### config.mk
export PLATFORM = sky130hd
export DESIGN_NAME = logic_op_pipe_flat
export DESIGN_NICKNAME = d
export VERILOG_FILES = /design/src/rtl/logic_op_pipe_if.sv /design/src/rtl/logic_op_pipe.sv /design/src/flat_wrapper.sv
export SDC_FILE = /design/constraint.sdc
export NUM_CORES = 1
export LEC_CHECK = 0
export CAP_MARGIN = 0
export CORE_MARGIN = 2
export CORE_UTILIZATION = 45
export DETAILED_ROUTE_END_ITERATION = 10
export PLACE_DENSITY = 0.7
export SLEW_MARGIN = 0
export SYNTH_ARGS = -nofsm -noshare
export SYNTH_HDL_FRONTEND = slang
export SYNTH_SLANG_ARGS = --single-unit
export TNS_END_PERCENT = 30
### constraint.sdc
create_clock -name clk -period 4.45 [get_ports clk]
set_clock_uncertainty 0.05 [all_clocks]
set_input_delay 0.445 -clock clk [delete_from_list [all_inputs] [get_ports clk]]
set_output_delay 0.445 -clock clk [all_outputs]
set_load 0.01 [all_outputs]
### src/rtl/logic_op_pipe_if.sv
`default_nettype none
// +------------------------------------------------------------------+
// | Interface : logic_op_pipe_if                                     |
// | Purpose   : input/output valid-ready streams of logic_op_pipe.   |
// |             out_pop exists only with LOGIC_OP_PIPE_POPCOUNT_EN.  |
// | Revision  : 1.0 - initial release                                |
// +------------------------------------------------------------------+
interface logic_op_pipe_if #(
  parameter int WIDTH = 8
);
  logic             in_valid;
  logic             in_ready;
  logic [WIDTH-1:0] in_a;
  logic [WIDTH-1:0] in_b;
  logic [1:0]       in_op;
  logic             in_last;
  logic             out_valid;
  logic             out_ready;
  logic [WIDTH-1:0] out_c;
  logic             out_last;
`ifdef LOGIC_OP_PIPE_POPCOUNT_EN
  localparam int POP_W = $clog2(WIDTH + 1);
  logic [POP_W-1:0] out_pop;

  modport master (
    output in_valid, in_a, in_b, in_op, in_last, out_ready,
    input  in_ready, out_valid, out_c, out_last, out_pop
  );
  modport slave (
    input  in_valid, in_a, in_b, in_op, in_last, out_ready,
    output in_ready, out_valid, out_c, out_last, out_pop
  );
`else
  modport master (
    output in_valid, in_a, in_b, in_op, in_last, out_ready,
    input  in_ready, out_valid, out_c, out_last
  );
  modport slave (
    input  in_valid, in_a, in_b, in_op, in_last, out_ready,
    output in_ready, out_valid, out_c, out_last
  );
`endif
endinterface
`default_nettype wire

### src/rtl/logic_op_pipe.sv
`default_nettype none
// +------------------------------------------------------------------+
// | Module    : logic_op_pipe                                        |
// | Purpose   : registered bitwise AND/OR/XOR/accumulating-AND with  |
// |             valid/ready streams and a 2-entry output FIFO.       |
// |             Define LOGIC_OP_PIPE_POPCOUNT_EN to add out_pop.     |
// | Revision  : 1.0 - initial release                                |
// +------------------------------------------------------------------+
module logic_op_pipe #(
  parameter int WIDTH = 8
) (
  input  logic            clk,
  input  logic            rst,
  logic_op_pipe_if.slave  bus
);

  localparam logic [1:0] OP_AND = 2'd0;
  localparam logic [1:0] OP_OR  = 2'd1;
  localparam logic [1:0] OP_XOR = 2'd2;

`ifdef LOGIC_OP_PIPE_POPCOUNT_EN
  localparam int POP_W   = $clog2(WIDTH + 1);
  localparam int ENTRY_W = WIDTH + 1 + POP_W;

  function automatic logic [POP_W-1:0] popcnt(input logic [WIDTH-1:0] v);
    logic [POP_W-1:0] sum;
    sum = '0;
    for (int i = 0; i < WIDTH; i++) sum = sum + POP_W'(v[i]);
    return sum;
  endfunction
`else
  localparam int ENTRY_W = WIDTH + 1;
`endif

  typedef enum logic [0:0] {
    IDLE  = 1'b0,
    ACCUM = 1'b1
  } state_t;

  state_t             state;
  state_t             state_next;
  logic [WIDTH-1:0]   acc;
  logic [WIDTH-1:0]   acc_next;
  logic [1:0]         count;
  logic [ENTRY_W-1:0] mem [2];
  logic [ENTRY_W-1:0] entry;
  logic [WIDTH-1:0]   res;
  logic               is_acc;
  logic               accept;
  logic               push;
  logic               pop;

  // in_ready looks only at occupancy, so downstream ready never feeds back combinationally
  assign bus.in_ready  = (count < 2'd2) && !rst;
  assign bus.out_valid = (count != 2'd0);
  assign bus.out_c     = mem[0][WIDTH-1:0];
  assign bus.out_last  = mem[0][WIDTH];
`ifdef LOGIC_OP_PIPE_POPCOUNT_EN
  assign bus.out_pop   = mem[0][ENTRY_W-1 -: POP_W];
`endif

  assign is_acc = (bus.in_op == 2'd3);
  assign accept = bus.in_valid && bus.in_ready;
  assign pop    = (count != 2'd0) && bus.out_ready;
  // non-last ACC beats only fold into acc; everything else produces a result
  assign push   = accept && (!is_acc || bus.in_last);

  // Result of the selected operation and the FIFO entry built from it
  always_comb begin
    res = '0;
    case (bus.in_op)
      OP_AND:  res = bus.in_a & bus.in_b;
      OP_OR:   res = bus.in_a | bus.in_b;
      OP_XOR:  res = bus.in_a ^ bus.in_b;
      default: res = acc & bus.in_a & bus.in_b;
    endcase
`ifdef LOGIC_OP_PIPE_POPCOUNT_EN
    entry = {popcnt(res), is_acc | bus.in_last, res};
`else
    entry = {is_acc | bus.in_last, res};
`endif
  end

  // Accumulator / burst FSM next state; pass-through ops leave both untouched
  always_comb begin
    state_next = state;
    acc_next   = acc;
    if (accept && is_acc) begin
      if (bus.in_last) begin
        acc_next   = '1;
        state_next = IDLE;
      end else begin
        acc_next = acc & bus.in_a & bus.in_b;
        if (state == IDLE) state_next = ACCUM;
      end
    end
  end

  // Accumulator / FSM state registers
  always_ff @(posedge clk) begin
    if (rst) begin
      state <= IDLE;
      acc   <= '1;
    end else begin
      state <= state_next;
      acc   <= acc_next;
    end
  end

  // Shift-style 2-entry FIFO: slot 0 is always the head seen on the output
  always_ff @(posedge clk) begin
    if (rst) begin
      count  <= 2'd0;
      mem[0] <= '0;
      mem[1] <= '0;
    end else begin
      case ({push, pop})
        2'b10: begin
          mem[count[0]] <= entry;
          count         <= count + 2'd1;
        end
        2'b01: begin
          mem[0] <= mem[1];
          count  <= count - 2'd1;
        end
        // push with pop only happens at count 1: new entry replaces the head
        2'b11:   mem[0] <= entry;
        default: ;
      endcase
    end
  end

endmodule
`default_nettype wire

### src/flat_wrapper.sv
// flat-port wrapper written by rule: the top's interface ports become plain ports
module logic_op_pipe_flat 
#(
  parameter int WIDTH = 8
)
  (clk, rst, bus_in_valid, bus_in_a, bus_in_b, bus_in_op, bus_in_last, bus_out_ready, bus_in_ready, bus_out_valid, bus_out_c, bus_out_last);
  logic_op_pipe_if #(.WIDTH(WIDTH)) bus_i ();
  input  logic clk;
  input  logic rst;
  input wire logic [$bits(bus_i.in_valid)-1:0] bus_in_valid;
  input wire logic [$bits(bus_i.in_a)-1:0] bus_in_a;
  input wire logic [$bits(bus_i.in_b)-1:0] bus_in_b;
  input wire logic [$bits(bus_i.in_op)-1:0] bus_in_op;
  input wire logic [$bits(bus_i.in_last)-1:0] bus_in_last;
  input wire logic [$bits(bus_i.out_ready)-1:0] bus_out_ready;
  output wire logic [$bits(bus_i.in_ready)-1:0] bus_in_ready;
  output wire logic [$bits(bus_i.out_valid)-1:0] bus_out_valid;
  output wire logic [$bits(bus_i.out_c)-1:0] bus_out_c;
  output wire logic [$bits(bus_i.out_last)-1:0] bus_out_last;
  assign bus_i.in_valid = bus_in_valid;
  assign bus_i.in_a = bus_in_a;
  assign bus_i.in_b = bus_in_b;
  assign bus_i.in_op = bus_in_op;
  assign bus_i.in_last = bus_in_last;
  assign bus_i.out_ready = bus_out_ready;
  assign bus_in_ready = bus_i.in_ready;
  assign bus_out_valid = bus_i.out_valid;
  assign bus_out_c = bus_i.out_c;
  assign bus_out_last = bus_i.out_last;
  logic_op_pipe #(.WIDTH(WIDTH)) u_core (.clk(clk), .rst(rst), .bus(bus_i));
endmodule
# Yosys cells after proc, flatten, opt, wreduce, memory -nomap -nowiden
# Memory sizes are Yosys's and may differ from the RTL's.
# Cells that the tools add are included.
[op_classes] add_sub_neg=2 multipliers=0 n_div=0 order_cmp=1 n_eq_ne=6 shifts=0 n_mux=19 bitwise_logic=8 n_reduce_logical=12
[op_table] cell="$mux W9" count=3
[op_table] cell="$and A8 B8 Y8" count=3
[op_table] cell="$pmux W8 S3" count=1
[op_table] cell="$mux W1" count=13
[op_table] cell="$reduce_or A9 Y1" count=1
[op_table] cell="$eq A2 B2 Y1 const B" count=4
[op_table] cell="$mux W8" count=1
[op_table] cell="$or A8 B8 Y8" count=1
[op_table] cell="$xor A8 B8 Y8" count=1
[op_table] cell="$logic_and A1 B1 Y1" count=5
[op_table] cell="$eq A2 B1 Y1 const B" count=2
[op_table] cell="$pmux W2 S2" count=1
[op_table] cell="$reduce_bool A2 Y1" count=2
[op_table] cell="$or A1 B1 Y1" count=3
[op_table] cell="$add A2 B1 Y2 const B" count=1
[op_table] cell="$logic_not A1 Y1" count=2
[op_table] cell="$logic_not A2 Y1" count=1
[op_table] cell="$lt A2 B2 Y1 const B" count=1
[op_table] cell="$sub A2 B1 Y2 const B" count=1
[op_table] cell="$logic_or A1 B1 Y1" count=1
[word_totals] register_bits=10 latchBits=0 ramBits=18 mem_bits_ro=0 output_inout_bits=11 n_memories=1
[memory_table] name="u_core.mem" words=2 width=9 rd=2 rd_ports_with_merged_regs=0 write_ports=2 line="logic_op_pipe.sv:45" rtl="logic [ENTRY_W-1:0] mem [2];"

# Longest topological paths before layout
[logic_depth] depth_word=11 mapped_depth=9

# Least setup slack after synthesis
# No wires, ideal clock.
[synth_timing] kind="input -> register" from="in rst" to="mem u_core.mem[0][0] (netlist bit), enable pin" setup_time_ns=0.341 t_arrival_ns=1.780 required_ns=4.059 setup_slack_ns=2.279 stages=7 n_path_buf=1 path_cell_list="or3b_1 -> nor2_1 -> ha_1 -> nand2b_1 -> a21o_1 -> buf_6 -> nand2b_1"
[synth_lines] item="start: declaration" line="flat_wrapper.sv:9" rtl="input logic rst;"
[synth_lines] item="end: declaration" line="logic_op_pipe.sv:45"

==> metrics.cfg <==
[pwr]
vdd_ir_drop_max_v=0.000139
static-leakage-power_uw=0.000915
total_power_uw=714
power_per_cell_area_nw_per_um2=326

[timing]
layout_min_cycle_time_ns=2.75
final-max-slew-violation-count=0
post-route-worst-setup-slack_ns=1.70
finalSetupTns_ns=0
finalSetupViolCount=0
worst_slew_pin_slew_ns=0.776
unrepaired_setup_endpoints_after_global_routing=false
hold_violation_count_in_the_final_report=0
fmax_mhz=364
slew-limit-headroom=0.481
final.period_utilization=0.617

[yosys]
synth_cell_types=32
yosys_warns=0
synth.area.mux_share=0.100
synth_top_cell_by_area=sky130_fd_sc_hd__edfxtp_1
synth.top_cells.by_area=sky130_fd_sc_hd__edfxtp_1 30%, sky130_fd_sc_hd__ha_1 13%, sky130_fd_sc_hd__dfxtp_1 11%
compound_gate_fraction_of_synth_area=0.118
mappedNetlistNets=216
synth.ff_latch_count=28
synth_top_family_by_area=adder cells
yosys.area_share.simple=0.132
postSynthCellCount=174
ys_seq_area_frac=0.413
synthDominantCellAreaShare=0.301
synth_xor_xnor_area_share=0.00976
synth_adder_area_share=0.132
synth.cell_area_sq_um=1800
avgSynthCellArea_sq_um=10.3

[routing]
viasPerCell=5.36
wl_per_cell_microns=13.4
detail-route-antenna-nets=0
dr_total_vias=1351
wirelength_microns=3370
drt_iter0_markers=75
drt_pass1_iterations=4
drcViolationCount=0

[die]
coreArea_sq_um=3740
initial_core_util=0.480
die-area_sq_um=4510
die-height_microns=67.2
core.rowCount=22
die_x_microns=67.2
design.portCount=34

[setup_path]
startpoint_type=input port
critPathMaxFanout=11
type_of_the_worst_setup_path=input port to register
cp-end-kind=register
worst-endpoint-arrival_ns=2.64
worst-endpoint-required_ns=4.34

[grt]
overflow=0
via_count_of_the_first_global_routing_pass=1340
grt_first_pass_wirelength_microns=5990
grt_max_degree=15
antenna_violations_before_repair=0
grt_use_total=0.173

[final_layout]
most_frequent_cells_in_the_layout=33 x sky130_fd_sc_hd__clkdlybuf4s50_1, 32 x sky130_fd_sc_hd__inv_1, 19 x sky130_fd_sc_hd__ha_1, 18 x sky130_fd_sc_hd__edfxtp_1, 12 x sky130_fd_sc_hd__nand3_1
postLayoutCellArea_sq_um=2190
finalNetCount=248
syn_to_final_growth_pct=22.0
final_common_cell=sky130_fd_sc_hd__clkdlybuf4s50_1
layout-drive-gt1-share=0.0833
number_of_diodes_added_for_antenna_fixing=0
final_cells=252

[clocking]
cts_root_buf=sky130_fd_sc_hd__clkbuf_8
clk-insertion-delay-late_ns=0.27
cts_tree=yes
post_cts_hold_fix_bufs=0
clk_pin_slew_ns=0.09
cts_num_sinks=28
cts_resized=0
htree_num_levels=1
cts.path.max_buffers=2
cts_buffers=3
setup_bufs_post_cts=0

[worst_hold_path]
hold_class=register to register

[place]
numPortBuffers=33
finalWeightedCongestion=0.844
place_ws_ns=1.44
post-dp-hpwl_microns=2720
placed_cells_incl_taps=249
dpl_cell_area_sq_um=2150

[flow_run]
drv.max_cap_violation_count=0

[status]
outcome=complete, no violations

[report_power, final]
part | switching [uW] | total, uW | leakage, uW | internal (uW)
combinational | 120 | 243 | 0.000624 | 123
clock | 77.3 | 138 | 0.0000216 | 60.8
sequential | 18.4 | 333 | 0.000269 | 314
[sequential cells by signal (all words and copies together) (netlist names)]
name	cells
u_core.count	2
u_core.mem	18
u_core.acc	8
[cells by family (layout without fill, tap and decap cells)]
group	Yosys count	after routing
xor gates and xnor gates	2	2
buffers and inverters	40	70
DFF	28	28
AOI/OAI and AO/OA	29	29
and+or+nand+nor	48	48
adders and majority gates	19	19
muxes	8	8
[critical path: stages]
cell and delay, ns:
sky130_fd_sc_hd__clkdlybuf4s50_1 0.57, sky130_fd_sc_hd__or3b_1 0.50, sky130_fd_sc_hd__nor2_1 0.18, sky130_fd_sc_hd__ha_1 0.19, sky130_fd_sc_hd__nand3_1 0.30, sky130_fd_sc_hd__nand2b_1 0.44
[layer usage]
layer  part of all wire  vias up  track usage
met5                  0        -            0
met4             0.0065        0       0.0383
met3              0.036        2       0.0200
met2               0.49       30        0.314
met1               0.46      642        0.220
li1                   -      677            -
[final cells by class]
cell class	instances	area, sq um
fillers	330	1550
multi-input cells	106	883
flip-flops and latches	28	741
repair buffers	34	338
inverters	33	126
well taps	48	60.1
clock buffers	3	41.3
[stage by stage]
step | utilization | hold slack [ns]
final | 0.585 | 0.431
after global routing | 0.585 | 0.438
after CTS | 0.585 | 0.426
after detailed placement | 0.574 | 0.404
after global placement | 0.574 | 0.397
after floorplan | - | 0.376
[path summary, 6_finish.rpt]
kind	start	to	slack, ns	depth (start not counted)
setup reg to reg	u_core.count[1]$_SDFFE_PP0P_	u_core.mem[1][7]$_SDFFCE_PN0P_	2.11	5
setup / recovery	rst	u_core.mem[1][7]$_SDFFCE_PN0P_	1.70	6
hold reg to reg	u_core.acc[6]$_SDFFE_PP1P_	u_core.acc[6]$_SDFFE_PP1P_	0.43	1
hold / removal	u_core.acc[6]$_SDFFE_PP1P_	u_core.acc[6]$_SDFFE_PP1P_	0.43	1
[synthesized netlist by cell type]
| library cell | count |
|---|---|
| sky130_fd_sc_hd__a221oi_1 | 1 |
| sky130_fd_sc_hd__nor3_1 | 8 |
| sky130_fd_sc_hd__nand2_1 | 8 |
| sky130_fd_sc_hd__a2bb2oi_1 | 6 |
| sky130_fd_sc_hd__buf_4 | 2 |
| sky130_fd_sc_hd__a21o_1 | 3 |
| sky130_fd_sc_hd__o21bai_1 | 1 |
| sky130_fd_sc_hd__nand4_1 | 1 |
| sky130_fd_sc_hd__nand2b_1 | 3 |
| sky130_fd_sc_hd__xnor2_1 | 1 |
| sky130_fd_sc_hd__nor2_1 | 10 |
| sky130_fd_sc_hd__a21oi_1 | 6 |
| sky130_fd_sc_hd__buf_2 | 3 |
| sky130_fd_sc_hd__or2_2 | 3 |
| sky130_fd_sc_hd__inv_1 | 32 |
| sky130_fd_sc_hd__a211oi_1 | 5 |
| sky130_fd_sc_hd__o21a_1 | 1 |
| sky130_fd_sc_hd__clkbuf_1 | 1 |
| sky130_fd_sc_hd__buf_6 | 1 |
| sky130_fd_sc_hd__o31ai_1 | 3 |
| sky130_fd_sc_hd__or3b_1 | 1 |
| sky130_fd_sc_hd__inv_4 | 1 |
| sky130_fd_sc_hd__nor3_2 | 1 |
| sky130_fd_sc_hd__ha_1 | 19 |
| sky130_fd_sc_hd__a211o_1 | 2 |
| sky130_fd_sc_hd__mux4_2 | 8 |
| sky130_fd_sc_hd__edfxtp_1 | 18 |
| sky130_fd_sc_hd__or3_1 | 1 |
| sky130_fd_sc_hd__dfxtp_1 | 10 |
| sky130_fd_sc_hd__o21ai_0 | 1 |
| sky130_fd_sc_hd__nand3_1 | 12 |
| sky130_fd_sc_hd__xor2_1 | 1 |
Note: power is estimated with default switching activity, not from simulation.
